==> config.mk <==
export PLATFORM = sky130hd
export DESIGN_NAME = seq_alu
export DESIGN_NICKNAME = d
export VERILOG_FILES = /design/src/rtl/alu_pkg.sv /design/src/rtl/seq_alu_shifter.sv /design/src/rtl/seq_alu.sv
export SDC_FILE = /design/constraint.sdc
export NUM_CORES = 1
export LEC_CHECK = 0
export ABC_AREA = 1
export CAP_MARGIN = 5
export CORE_MARGIN = 3
export CORE_UTILIZATION = 32
export CTS_CLUSTER_SIZE = 8
export DETAILED_ROUTE_END_ITERATION = 10
export PLACE_DENSITY = 0.51
export SLEW_MARGIN = 0
export SYNTH_ARGS = -nofsm -noshare
export SYNTH_HDL_FRONTEND = slang
export SYNTH_HIERARCHICAL = 1
export SYNTH_SLANG_ARGS = --single-unit
==> constraint.sdc <==
create_clock -name clk -period 5.8 [get_ports clk]
set_clock_uncertainty 0.1 [all_clocks]
set_input_delay 1.45 -clock clk [delete_from_list [all_inputs] [get_ports clk]]
set_output_delay 1.45 -clock clk [all_outputs]
set_load 0.05 [all_outputs]
==> src/rtl/alu_pkg.sv <==
// rtl/alu_pkg.sv - shared ALU codes, width default and FSM encoding (SEQ_ALU_FAST_SHIFT_EN selects barrel shifting)
package alu_pkg;

   localparam int XLEN_DEFAULT = 32;

   localparam logic [3:0] ALU_ADD  = 4'b0000;
   localparam logic [3:0] ALU_SUB  = 4'b0001;
   localparam logic [3:0] ALU_AND  = 4'b0010;
   localparam logic [3:0] ALU_OR   = 4'b0011;
   localparam logic [3:0] ALU_SLL  = 4'b0100;
   localparam logic [3:0] ALU_SLT  = 4'b0101;
   localparam logic [3:0] ALU_SLTU = 4'b0110;
   localparam logic [3:0] ALU_XOR  = 4'b0111;
   localparam logic [3:0] ALU_SRL  = 4'b1000;
   localparam logic [3:0] ALU_SRA  = 4'b1001;

   typedef enum logic [1:0] {
      ST_IDLE  = 2'd0,
      ST_SHIFT = 2'd1,
      ST_DONE  = 2'd2
   } state_t;

`ifdef SEQ_ALU_FAST_SHIFT_EN
   localparam bit FAST_SHIFT = 1'b1;
`else
   localparam bit FAST_SHIFT = 1'b0;
`endif

   function automatic logic is_shift(input logic [3:0] op);
      return (op == ALU_SLL) || (op == ALU_SRL) || (op == ALU_SRA);
   endfunction

endpackage

==> src/rtl/seq_alu_shifter.sv <==
// rtl/seq_alu_shifter.sv - shift datapath, serial one-bit-per-cycle or barrel when SEQ_ALU_FAST_SHIFT_EN is defined
module seq_alu_shifter
   import alu_pkg::*;
#(
   parameter int XLEN = XLEN_DEFAULT
) (
   input  logic            clk,
   input  logic            reset_n,
   input  logic            load,
   input  logic [3:0]      op,
   input  logic [XLEN-1:0] din,
   input  logic [4:0]      shamt,
   output logic [XLEN-1:0] result,
   output logic            last
);

`ifdef SEQ_ALU_FAST_SHIFT_EN
   // Whole shift resolved in one cycle from the live request operands.
   always_comb begin
      result = din;
      case (op)
         ALU_SLL: result = din << shamt;
         ALU_SRL: result = din >> shamt;
         ALU_SRA: result = $signed(din) >>> shamt;
         default: result = din;
      endcase
   end

   assign last = 1'b0;
`else
   logic [XLEN-1:0] shreg;
   logic [4:0]      cnt;
   logic            left_q;
   logic            fill_q;

   // Load operand and count on accept, then shift one bit per cycle until the count is spent.
   always_ff @(posedge clk or negedge reset_n) begin
      if (!reset_n) begin
         shreg  <= '0;
         cnt    <= 5'd0;
         left_q <= 1'b0;
         fill_q <= 1'b0;
      end else if (load) begin
         shreg  <= din;
         cnt    <= shamt;
         left_q <= (op == ALU_SLL);
         fill_q <= (op == ALU_SRA) & din[XLEN-1];
      end else if (cnt != 5'd0) begin
         shreg <= left_q ? {shreg[XLEN-2:0], 1'b0} : {fill_q, shreg[XLEN-1:1]};
         cnt   <= cnt - 5'd1;
      end
   end

   assign result = shreg;
   // The final bit moves on the same edge that takes the FSM to DONE.
   assign last   = (cnt == 5'd1);
`endif

endmodule

==> src/rtl/seq_alu.sv <==
// rtl/seq_alu.sv - handshaked sequential ALU top (SEQ_ALU_FAST_SHIFT_EN removes the SHIFT state)
module seq_alu
   import alu_pkg::*;
#(
   parameter int XLEN = XLEN_DEFAULT
) (
   input  logic            clk,
   input  logic            reset_n,
   input  logic            in_valid,
   output logic            in_ready,
   input  logic [3:0]      ALUControl,
   input  logic [XLEN-1:0] SrcA,
   input  logic [XLEN-1:0] SrcB,
   output logic            out_valid,
   input  logic            out_ready,
   output logic [XLEN-1:0] ALUResult,
   output logic            Zero,
   output logic            illegal
);

   state_t          state_q;
   state_t          next_state;
   logic [XLEN-1:0] result_q;
   logic [XLEN-1:0] alu_res;
   logic [XLEN-1:0] shift_res;
   logic            illegal_q;
   logic            sel_shift_q;
   logic            legal;
   logic            accept;
   logic            go_shift;
   logic            shift_last;
   logic [4:0]      shamt;

   assign shamt    = SrcB[4:0];
   assign accept   = in_valid & in_ready;
   assign go_shift = is_shift(ALUControl) && !FAST_SHIFT && (shamt != 5'd0);

   seq_alu_shifter #(.XLEN(XLEN)) u_shifter (
      .clk     (clk),
      .reset_n (reset_n),
      .load    (accept & go_shift),
      .op      (ALUControl),
      .din     (SrcA),
      .shamt   (shamt),
      .result  (shift_res),
      .last    (shift_last)
   );

   // Single-cycle result for every op that completes straight into DONE.
   always_comb begin
      alu_res = '0;
      legal   = 1'b1;
      case (ALUControl)
         ALU_ADD:  alu_res = SrcA + SrcB;
         ALU_SUB:  alu_res = SrcA - SrcB;
         ALU_AND:  alu_res = SrcA & SrcB;
         ALU_OR:   alu_res = SrcA | SrcB;
         ALU_XOR:  alu_res = SrcA ^ SrcB;
         ALU_SLT:  alu_res = {{(XLEN-1){1'b0}}, ($signed(SrcA) < $signed(SrcB))};
         ALU_SLTU: alu_res = {{(XLEN-1){1'b0}}, (SrcA < SrcB)};
         ALU_SLL, ALU_SRL, ALU_SRA:
                   alu_res = FAST_SHIFT ? shift_res : SrcA;
         default:  legal = 1'b0;
      endcase
   end

   // State register.
   always_ff @(posedge clk or negedge reset_n) begin
      if (!reset_n) state_q <= ST_IDLE;
      else          state_q <= next_state;
   end

   // Next-state and handshake outputs.
   always_comb begin
      next_state = state_q;
      in_ready   = 1'b0;
      out_valid  = 1'b0;
      case (state_q)
         ST_IDLE: begin
            in_ready = 1'b1;
            if (in_valid) next_state = go_shift ? ST_SHIFT : ST_DONE;
         end
         ST_SHIFT: begin
            if (shift_last) next_state = ST_DONE;
         end
         ST_DONE: begin
            out_valid = 1'b1;
            if (out_ready) next_state = ST_IDLE;
         end
         default: next_state = ST_IDLE;
      endcase
   end

   // Capture the result and flags only on accept; they hold until the next accept.
   always_ff @(posedge clk or negedge reset_n) begin
      if (!reset_n) begin
         result_q    <= '0;
         illegal_q   <= 1'b0;
         sel_shift_q <= 1'b0;
      end else if (accept) begin
         sel_shift_q <= go_shift;
         result_q    <= go_shift ? '0 : alu_res;
         illegal_q   <= ~legal;
      end
   end

   assign ALUResult = sel_shift_q ? shift_res : result_q;
   assign Zero      = (ALUResult == '0);
   assign illegal   = illegal_q & out_valid;

endmodule

# == Word-level counts from Yosys, hierarchy flattened ==
# Index checks and enable logic that the tools add are counted.
# classes
addsub,3
n_lt_le_gt_ge,2
n_eq_ne,15
n_mux,16
bitwise,8
reduce_logical,12
# op_table
cell,n
$pmux W32 S8,1
$mux W32,5
$lt A32 B32 Y1,2
$add A32 B32 Y32,1
$and A32 B32 Y32,1
$logic_not A32 Y1,1
$or A32 B32 Y32,1
$sub A32 B32 Y32,1
$xor A32 B32 Y32,1
$eq A4 B3 Y1 const B,4
$mux W5,2
$reduce_bool A5 Y1,2
$reduce_or A10 Y1,1
$eq A4 B2 Y1 const B,2
$eq A4 B4 Y1 const B,2
$mux W2,4
$ne A2 B2 Y1 const B,3
$pmux W2 S3,1
$eq A5 B1 Y1 const B,1
$sub A5 B1 Y5 const B,1
$and A1 B1 Y1,4
$eq A4 B1 Y1 const B,1
$logic_not A4 Y1,1
$mux W1,3
9 further kinds,10
# word_totals
regBits,75
in_bits,72
output_inout_bits,36
elab_cells,64

# == Longest topological paths before layout ==
# logic_depth
word_depth,7
ltp_mapped,19

# == Modules after synthesis ==
# Netlist, hierarchy kept.
# modules_own_cells
mod,instances,cells_each,area_per_inst_um2,seq_area_each_um2
seq_alu,1,1607,8650.8,900.9
seq_alu_shifter,1,335,2301.0,975.9

# == Worst setup path before layout ==
# Ideal clock, no wire load.
# synth_path
path_type,register -> output
start,register sel_shift_q
end,output Zero
arrival_time_ps,2836
required_ps,4250
setup_slack_ps,1414
path_stages_with_launch,8
path_buffers,2
path_cell_list,dfrtp_1 -> buf_2 -> clkbuf_1 -> nand2_1 -> o21ai_0 -> nor4_1 -> nand4_1 -> nor3_1
# synth_via
elab_chain_len,2
# synth_lines
element,line,source
"start, declared",seq_alu.sv:27,logic sel_shift_q;
"start signal, assigned",seq_alu.sv:101,sel_shift_q <= go_shift;
$mux W32,seq_alu.sv:107,assign ALUResult = sel_shift_q ? shift_res : result_q;
named net ALUResult[14],seq_alu.sv:16,"output logic [XLEN-1:0] ALUResult,"
$logic_not A32 Y1,seq_alu.sv:108,assign Zero = (ALUResult == '0);
"end, declared",seq_alu.sv:17,"output logic Zero,"
# The timed path passes the listed nets, and every way through them passes these cells.

# == Final worst setup path ==
# layout_path
start,input ALUControl[3]
end,"register u_shifter.shreg[19], in the netlist u_shifter/result[19]"
# layout_via
elab_chain_len,6
# layout_lines
element,line,source
"start, declared",seq_alu.sv:11,"input logic [3:0] ALUControl,"
$eq A4 B3 Y1 / $eq A4 B4 Y1 (equally long branches),alu_pkg.sv:30,return (op == ALU_SLL) || (op == ALU_SRL) || (op == ALU_SRA);
$logic_or A1 B1 Y1,alu_pkg.sv:30,
$logic_or A1 B1 Y1 (*),alu_pkg.sv:30,
$logic_and A1 B1 Y1 (*),seq_alu.sv:36,assign go_shift = is_shift(ALUControl) && !FAST_SHIFT && (shamt != 5'd0);
$and A1 B1 Y1 (*),seq_alu.sv:41,".load (accept & go_shift),"
$mux W32 / $reduce_bool A2 Y1 (equally long branches),--,
"end signal, assigned",seq_alu_shifter.sv:44,shreg <= din;
"end signal, assigned",seq_alu_shifter.sv:49,"shreg <= left_q ? {shreg[XLEN-2:0], 1'b0} : {fill_q, shreg[XLEN-1:1]};"
"end, declared",seq_alu_shifter.sv:31,logic [XLEN-1:0] shreg;
# Mark *: on every way between the ends. The rest lies on a longest branch, timed or not.
# A chain may end at the register's enable or synchronous reset.

==> summary.md <==
| Metric | Value |
|---|---|
| Status | `finished clean` |
| Async set-reset flop share out of synthesis | `1.00` |
| M1 GR Usage | `0.360` |
| Synthesized flop and latch total | `between 70 and 80` |
| Top Usage Layer GRT | `met2` |
| CTS Hold Buffers Added | `0` |
| WL final | `45,100 microns` |
| Num rows | `67` |
| Static Leakage | `approximately 7 nW` |
| Detailed Routing Iterations Pass 1 | `5` |
| WHS Path Cells | `2` |
| Reg-to-reg endpoint | `u_shifter/result[19]` |
| Syn_nets | `about 2.1k` |
| Number of global-route vias before repair | `around 12k` |
| Total of max-cap violations | `0` |
| HPWL Detailed | `roughly 35,000 microns` |
| RSZ-0062 raised after global routing | `no` |
| Met3 usage | `0.0242` |
| Largest net degree at the start of global routing | `76` |
| Mean Syn Cell Area | `5.64 sq um` |
| Flop-to-flop setup slack | `2.67 ns` |
| CTS buffer count | `9` |
| Post-Synthesis Cells | `just under 2k` |
| Later-pin clock latency in the skew report | `0.34 ns` |
| First-pass GRT wire length | `approximately 70,000 microns` |
| Final setup vio count | `0` |
| Initial Util | `0.326` |
| NumNets Final | `approximately 2.2k` |
| Placeable Area | `0.0336 sq mm` |
| Routed WL per cell | `about 18 microns` |
| Initial antenna violation count | `0` |
| Final hold viol count | `0` |
| Setup TNS | `0 ns` |
| Final cycle utilization of the critical path | `0.808` |
| Worst-Margin Slew | `about 1.2 ns` |
| Hold EP | `result_q[25]` |
| Avg Vias per Cell | `approximately 5.1` |
| Layout cell share with drive strength beyond 1 | `0.0295` |
| Crit Path Max Fanout | `33` |
| Min-delay src | `result_q[25]` |
| Largest buffer count on any clock path | `2` |
| Worst Setup Start Kind | `primary input` |
| Die area | `around 0.036 sq mm` |
| Die width | `~190 microns` |
| Tot GR Track Use | `0.246` |
| Clock Tree Root | `clkbuf_16` |
| Fmax | `around 0.21 GHz` |
| Fillers | `approximately 3.8k` |
| Antenna Nets Post-Route | `0` |
| CP Capture Type | `register` |
| Final Total Pwr | `approximately 0.0039 W` |
| DRC errors left | `0` |
| CTS tree | `built` |
| Clock period minus worst slack | `about 4.7 ns` |
| WP data arrival | `approximately 4.8 ns` |
| DR vias | `12.5k` |
| Synth unique cells | `45` |
| Initial drt markers | `1,253` |
| Clock slew at reported path FFs | `0.06 ns` |
| Post-synth EDFFs | `0` |
| Layout area overhead | `15.4%` |
| Routability cong. | `about 0.9` |
| Num ports | `between 100 and 150` |
| Final Max Slew Viols | `0` |
| Synthesized area | `roughly 0.011 sq mm` |
| Critical R2R Launch | `state_q[0]` |
| Peak supply drop | `around 0.25 mV` |
| Reg2Reg Depth | `9` |
| Grt ovf | `0` |
| Post-synth top flop | `dfrtp_1` |
| Fin Hold WS | `between 0.3 and 0.4 ns` |
| Hold Crit Class | `reg2reg` |
| ANT cells | `0` |
| Met2 Usage GRT | `0.391` |
| IO Port Bufs | `~110` |
| Clock net sink count | `75` |
| Die Ht | `191 microns` |
| Ys Warns | `6` |
| Post-CTS setup buffer count | `0` |
| Pwr Density | `around 300 mW/mm^2` |
| Relative slew slack | `0.177` |
| WS Path Type | `in2reg` |
| Req. time, crit path | `just under 6 ns` |
| Register area share after synthesis | `0.171` |
| Post_cts resized | `0` |
| # H-tree levels | `3` |
==> power by group <==
| group | switching, W | internal (W) |
|---|---|---|
| combinational | 0.00161 | 0.000671 |
| clock | 0.000228 | 0.000455 |
| sequential | 0.000169 | 0.000717 |
==> cells in the mapped netlist, drive strengths merged (2+ instances only) <==
| master | n | area (sq um) |
|---|---|---|
| a31oi | 2 | 27.5 |
| o21ai | 62 | 310 |
| nand4 | 17 | 106 |
| a21oi | 50 | 254 |
| fa | 2 | 40.0 |
| a211oi | 22 | 180 |
| nand3 | 220 | 1110 |
| nand3b | 2 | 15.0 |
| xor2 | 4 | 35.0 |
| and3 | 2 | 12.5 |
| clkinv | 2 | 7.51 |
| o22ai | 36 | 225 |
| o211ai | 5 | 37.5 |
| nor4 | 11 | 68.8 |
| inv | 323 | 1210 |
| buf | 60 | 349 |
| nand2 | 734 | 2770 |
| ha | 115 | 1440 |
| clkbuf | 15 | 61.3 |
| nor2 | 144 | 558 |
| dfrtp | 75 | 1880 |
| and2 | 3 | 18.8 |
| nor3 | 22 | 115 |
| o21bai | 8 | 60.1 |
==> how the worst max path moves through the flow <==
stage	endpoint	slack, ns	cells after the start	from
floorplan	Zero	1.41	7	sel_shift_q
detailed placement	u_shifter/result[31]	0.82	12	ALUControl[3]
CTS	u_shifter/cnt[1]	1.18	12	ALUControl[3]
global placement	u_shifter/result[21]	0.95	12	ALUControl[3]
global route	u_shifter/result[22]	0.92	12	ALUControl[3]
finish	u_shifter/result[19]	1.11	12	ALUControl[3]
==> registers in the layout, summed over array words and instances, names as in the netlist <==
register / cells
u_shifter/cnt: 5
u_shifter/result: 32
illegal_q: 1
u_shifter/fill_q: 1
result_q: 32
state_q: 2
sel_shift_q: 1
u_shifter/left_q: 1
==> critical path: stages <==
cell and delay (ns):
clkdlybuf4s50_1 0.56, nor2_2 0.44, inv_2 0.08, nand2_4 0.30, a31oi_4 0.05, inv_2 0.10, nor2_4 0.12, nor2_4 0.72
nand3_1 0.40, buf_4 0.37, nand2_1 0.12, nand2_1 0.05
==> through the flow <==
stage	std cells	utilization	setup slack (ns)	cell area, sq um
2_1_floorplan	1942	-	1.41	11000
3_3_place_gp	2434	0.365	0.951	12300
3_5_place_dp	2434	0.365	0.821	12300
4_1_cts	2450	0.376	1.18	12600
5_1_grt	2450	0.376	0.924	12600
6_report	2450	0.376	1.11	12600
==> kinds of logic after synthesis <==
group           Yosys count  synth area share
compound gates          190             0.105
xor+xnor                  4           0.00320
fa+ha+maj               117             0.135
buf+inv                 400             0.149
flops                    75             0.171
simple gates           1156             0.436
==> per-layer routing <==
layer | up-vias | routed length, microns
li1 | 6186 | -
met1 | 5829 | 21900
met2 | 396 | 19900
met3 | 40 | 2670
met4 | 0 | 710
met5 | - | 0
==> placed cells by master (no fill, tap or decap), types with 2 or more instances in the layout <==
cell             instances
a211oi_1                19
a211oi_2                 3
a21oi_1                 49
and2_1                   3
and3_1                   2
buf_4                   14
bufinv_16                3
clkbuf_16                9
clkbuf_8                 3
clkdlybuf4s50_1        105
clkinv_1                 2
dfrtp_1                 75
fa_1                     2
ha_1                   115
inv_1                  315
inv_2                    8
nand2_1                728
nand2_2                  5
nand3_1                219
nand3b_1                 2
nand4_1                 17
nor2_1                 138
nor2_2                   4
nor2_4                   2
nor3_1                  21
nor4_1                  11
o211ai_1                 5
o21ai_0                 51
o21ai_1                 11
o21bai_1                 8
o22ai_1                 36
xor2_1                   4
==> cell type report <==
cell class	count	area, sq um	share of cell area
multi-input cells	1467	7460	0.590
flip-flops and latches	75	1880	0.149
inverters	325	1220	0.0965
repair buffers	119	1160	0.0915
well taps	448	561	0.0444
clock buffers	12	267	0.0211
clock inverters	4	95.1	0.00753
(Power assumes the default switching activity.)
